$ cat config.mk
export PLATFORM = sky130hd
export DESIGN_NAME = write_seq_checker_ch
export DESIGN_NICKNAME = d
export VERILOG_FILES = /design/src/rtl/write_seq_checker.sv
export SDC_FILE = /design/constraint.sdc
export NUM_CORES = 1
export LEC_CHECK = 0
export ABC_AREA = 1
export CORE_UTILIZATION = 49
export DETAILED_ROUTE_END_ITERATION = 12
export HOLD_SLACK_MARGIN = 0.06
export PLACE_DENSITY = 0.78
export SYNTH_ARGS = -nofsm -noshare
export SYNTH_HDL_FRONTEND = slang
export SYNTH_SLANG_ARGS = --single-unit
export TNS_END_PERCENT = 100
$ cat constraint.sdc
create_clock -name clk -period 3 [get_ports clk]
set_input_delay 0.6 -clock clk [delete_from_list [all_inputs] [get_ports clk]]
set_output_delay 0.6 -clock clk [all_outputs]
set_load 0.01 [all_outputs]
$ cat src/rtl/write_seq_checker.sv
// write_seq_checker
//   Multi-channel monitor for the write handshake sequence:
//     do_wr (data captured) -> ready held MIN_READY..MAX_READY cycles
//     -> ready & do_wr & wr_data == captured value.
//   Each channel runs an independent IDLE/WAIT FSM. Per-channel match/fail
//   pulses are registered. Global match/fail counters saturate at all-ones.
//
// Parameters
//   NUM_CH     number of channels
//   DATA_W     captured data width per channel
//   MIN_READY  minimum ready cycles before completion (>=1)
//   MAX_READY  maximum ready cycles, 0 = unbounded
//   CNT_W      match/fail counter width
//
// Ports
//   clk         clock, all state on posedge
//   rst         asynchronous active-high reset
//   do_wr       [NUM_CH]         per-channel write request
//   ready       [NUM_CH]         per-channel ready
//   wr_data     [NUM_CH*DATA_W]  channel i at [i*DATA_W +: DATA_W]
//   busy        [NUM_CH]         attempt in progress
//   match       [NUM_CH]         one-cycle pulse, sequence completed
//   fail        [NUM_CH]         one-cycle pulse, attempt aborted
//   match_count [CNT_W]          saturating total of matches
//   fail_count  [CNT_W]          saturating total of fails
//   fail_cause  [2*NUM_CH]       only with WSC_FAIL_CAUSE_EN:
//                                01 ready dropped, 10 window timeout
//
// Optional feature macro: WSC_FAIL_CAUSE_EN

module write_seq_checker_ch #(
   parameter int DATA_W    = 8,
   parameter int MIN_READY = 1,
   parameter int MAX_READY = 0,
   parameter int RUN_W     = 2
) (
   input  logic              clk,
   input  logic              rst,
   input  logic              i_do_wr,
   input  logic              i_ready,
   input  logic [DATA_W-1:0] i_data,
   output logic              o_busy,
   output logic              o_match,
   output logic              o_fail,
   output logic              o_match_dec,
   output logic              o_fail_dec
`ifdef WSC_FAIL_CAUSE_EN
  ,output logic [1:0]        o_cause
`endif
);
   typedef enum logic {S_IDLE, S_WAIT} state_t;

   localparam logic [RUN_W-1:0] MIN_R = RUN_W'(MIN_READY);
   localparam logic [RUN_W-1:0] MAX_R = RUN_W'(MAX_READY);

   state_t            r_state;
   logic [DATA_W-1:0] r_cap;
   logic [RUN_W-1:0]  r_run;
   logic              r_match;
   logic              r_fail;
   logic              w_wait;
   logic              w_drop;
   logic              w_complete;
   logic              w_timeout;
   logic [RUN_W-1:0]  w_run_inc;

   assign w_wait     = (r_state == S_WAIT);
   assign w_run_inc  = r_run + 1'b1;
   assign w_drop     = w_wait && !i_ready;
   assign w_complete = w_wait && i_ready && (r_run >= MIN_R) && i_do_wr && (i_data == r_cap);
   // Completion has priority: at run==MAX a valid completion still matches.
   assign w_timeout  = (MAX_READY != 0) && w_wait && i_ready && !w_complete && (w_run_inc > MAX_R);

   assign o_match_dec = w_complete;
   assign o_fail_dec  = w_drop | w_timeout;
   assign o_busy      = w_wait;
   assign o_match     = r_match;
   assign o_fail      = r_fail;

`ifdef WSC_FAIL_CAUSE_EN
   logic [1:0] r_cause;
   assign o_cause = r_cause;
`endif

   always_ff @(posedge clk or posedge rst) begin
      if (rst) begin
         r_state <= S_IDLE;
         r_cap   <= '0;
         r_run   <= '0;
         r_match <= 1'b0;
         r_fail  <= 1'b0;
`ifdef WSC_FAIL_CAUSE_EN
         r_cause <= 2'b00;
`endif
      end else begin
         r_match <= w_complete;
         r_fail  <= w_drop | w_timeout;
`ifdef WSC_FAIL_CAUSE_EN
         r_cause <= w_drop ? 2'b01 : (w_timeout ? 2'b10 : 2'b00);
`endif
         case (r_state)
            S_IDLE: begin
               if (i_do_wr) begin
                  r_cap   <= i_data;
                  r_run   <= '0;
                  r_state <= S_WAIT;
               end
            end
            S_WAIT: begin
               if (w_drop || w_complete || w_timeout) begin
                  r_state <= S_IDLE;
               end else if (MAX_READY != 0 || r_run < MIN_R) begin
                  // Unbounded mode holds run at MIN_READY so it never wraps.
                  r_run <= w_run_inc;
               end
            end
            default: r_state <= S_IDLE;
         endcase
      end
   end
endmodule


==> results.md <==
* Vias in the first global route at 498
* Lkg Pwr at 0.4546 nW
* Port bufs at 16
* Switching power at between 0.15 and 0.2 mW
* Global-route wire length before repair at 1911 um
* Startpoint Class: input port
* Post-Syn Instances at 87
* Yosys cell types at 14
* CTS Buf Count at 3
* Clock Skews at between 0.0005 and 0.0006 ns
* Post-route clock period utilization at 0.9245
* Die Ht at 38.82 um
* Critical path arrival at between 2 and 2.5 ns
* Synth Flop Type: dfrtp_1
* Clock-pin slew on the worst setup and hold paths at 0.08 ns
* Vias per cell at about 4.7
* EDFF count, synth at 0
* Synth Register Bits at 13
* Syn_area_per_cell at 7.637 sq um
* Routed len/inst at between 9 and 10 um
* Synthesized cell area at between 600 and 700 sq um
* Outcome: complete, no violations
* VDD IR max at 0.3394 mV
* Fillers at 98
* Final Power at 0.4770 mW
* Largest net degree at the start of global routing at 16
* Clock tree buffer depth at 2
* Clk pwr share at 0.225
* Initial Utilization at 0.5601
* Post-CTS setup buffer count at 0
* Layout Nets at 120
* Synth top area share at 0.4896
* Post-route ant nets at 0
* Ys async rst share at 1.000
* Root Buffer: clkbuf_4
* Top-count cell post-synth: nand2_1
* DP HPWL at 904.2 um
* CTS tree: done
* Die ar. at 1507 sq um
* Combinational power share at 0.291
* Antenna fix cells at 0
* Seq pwr share at 0.484
* Kind of critical path: input port to primary output
* PostCTS Resize Cnt at 0
* Worst Max-Slew Pin Slew at 0.5070 ns
* GRT Total Usage at 0.1917
* Top cells by count, synth: nand2_1 (24), inv_1 (18), dfrtp_1 (13), nor2_1 (11), o21ai_0 (6)
* DR DRC count at 0
* Final WL at 1179 um
* Seq/Total Area, Yosys at 0.4896
* Layout Area Growth over Synthesis at 29.00%
* Area contributors post-synth: dfrtp_1 (49%), nand2_1 (14%), inv_1 (10%), nor2_1 (6.2%), o21ai_0 (4.5%)
* Yosys Warn Count at 0
* Worst hold path class: flop to flop
* Clock Latency Late Sink at 0.27 ns
* Cell Rows at 12
* Placer Congestion at 0.7164
* Starting DRT DRC Count at 15
* Setup_tns at 0 ns
* Net Sw Frac at 0.3150
* Initial antenna violation count at 0
* Tmin final at 2.773 ns
* WP data required at 2.40 ns
* CTS Sinks at 13
* Via count at 566
* Pre-antenna DRT Iters at 4
* Biggest area consumer among synthesized cells: dfrtp_1
* Worst slew margin at 0.6616
* Final Hold Viols at 0
* Share of layout cells above drive strength 1 at 0.05660
* Hold buffers post-CTS at 0
* Pwr per Cell Area at 556.5 nW/um^2
* Max cap viols at 0
* RSZ-0062 raised after global routing: no
* I/O pins at 17
* Int Power at around 0.33 mW
* Total grt overflow at 0
* Total core area at 1186 sq um
* Syn nets at 100
* # setup viols final at 0
* Critical-path maximum fanout at 4
* Die W at 38.82 um
* Max H-tree Level at 1
* F_max at 0.3606 GHz
* Max Slew Vio Count at 0
* Setup crit end kind: primary output
## cell type report
type                            instances  area [sq um]  share of cell area
Clock buffer                            4         26.28             0.03066
Inverter                               18         67.56             0.07883
Multi-Input combinational cell         55         260.3              0.3037
Sequential cell                        13         325.3              0.3796
Tap cell                               14         17.52             0.02044
Timing Repair Buffer                   16         160.2              0.1869
## cells in the final DEF (no fill, tap or decap), drive strengths merged
cell           synthesis  final
o21ai                  6      6
inv                   18     18
xnor2                  1      1
clkbuf                 0      4
nor2                  11     11
ha                     1      1
a21oi                  4      4
clkdlybuf4s50          0     16
nand2                 25     25
mux2                   2      2
nor3                   1      1
dfrtp                 13     13
nand3                  3      3
xor2                   1      1
## layer usage
layer,vias up,wire [um],global-route usage
met5,-,0,0
met4,0,4,0.1034
met3,2,40,0.03468
met2,12,574,0.3292
met1,252,559,0.2222
li1,300,-,-
## final timing paths
kind,start,endpoint,slack (ns),cells past startpoint
min in group asynchronous,rst,o_match,0.65,2
worst max-delay path,i_ready,o_match_dec,0.23,8
worst min-delay path,r_cap[2],r_cap[2],0.52,2
max in group asynchronous,rst,r_cap[6],2.02,2
worst max register to register,o_busy,r_cap[0],1.70,3
worst min register to register,r_cap[2],r_cap[2],0.52,2
## through the flow
| step | util | hold slack [ns] | instance area [sq um] | instances | setup WS, ns |
|---|---|---|---|---|---|
| after global placement | 0.7004 | 0.4929 | 830.8 | 116 | 0.2827 |
| after CTS | 0.7226 | 0.5277 | 857.1 | 120 | 0.2233 |
| after floorplan | - | 0.4737 | 664.4 | 87 | 1.309 |
| final | 0.7226 | 0.5242 | 857.1 | 120 | 0.2265 |
| after global routing | 0.7226 | 0.5365 | 857.1 | 120 | 0.09197 |
| after detailed placement | 0.7004 | 0.5015 | 830.8 | 116 | 0.2259 |
## power by group through the flow
| stage | clock network, mW | registers [mW] | logic (mW) |
|---|---|---|---|
| 2_1_floorplan | 0 | 0.231 | 0.0969 |
| 3_3_place_gp | 0 | 0.232 | 0.136 |
| 3_5_place_dp | 0 | 0.235 | 0.140 |
| 4_1_cts | 0.112 | 0.231 | 0.140 |
| 5_1_grt | 0.120 | 0.234 | 0.161 |
| 6_report | 0.107 | 0.231 | 0.139 |
## flip-flops by register name, summed over array words and instances, names as in the netlist
register,cells
r_cap,8
o_busy,1
o_fail,1
r_run,2
o_match,1
## logic make-up (layout without fill, tap and decap cells)
| kind of cell | Yosys count | in the layout | synth area share |
|---|---|---|---|
| AO/OA/AOI/OAI | 10 | 10 | 0.07533 |
| XOR/XNOR | 2 | 2 | 0.02637 |
| multiplexers | 2 | 2 | 0.03390 |
| adder cells (fa/ha/maj) | 1 | 1 | 0.01883 |
| flip-flops | 13 | 13 | 0.4896 |
| buffers and inverters | 19 | 38 | 0.1186 |
| AND/OR/NAND/NOR | 40 | 40 | 0.2373 |
## critical path, stage by stage
cell and delay (ns):
clkdlybuf4s50_1 0.52, nand2_1 0.07, a21oi_1 0.12, nand2_1 0.06
nor2_1 0.09, nand3_1 0.10, inv_1 0.08, clkdlybuf4s50_1 0.52
Power figures use the tool's default switching activity.
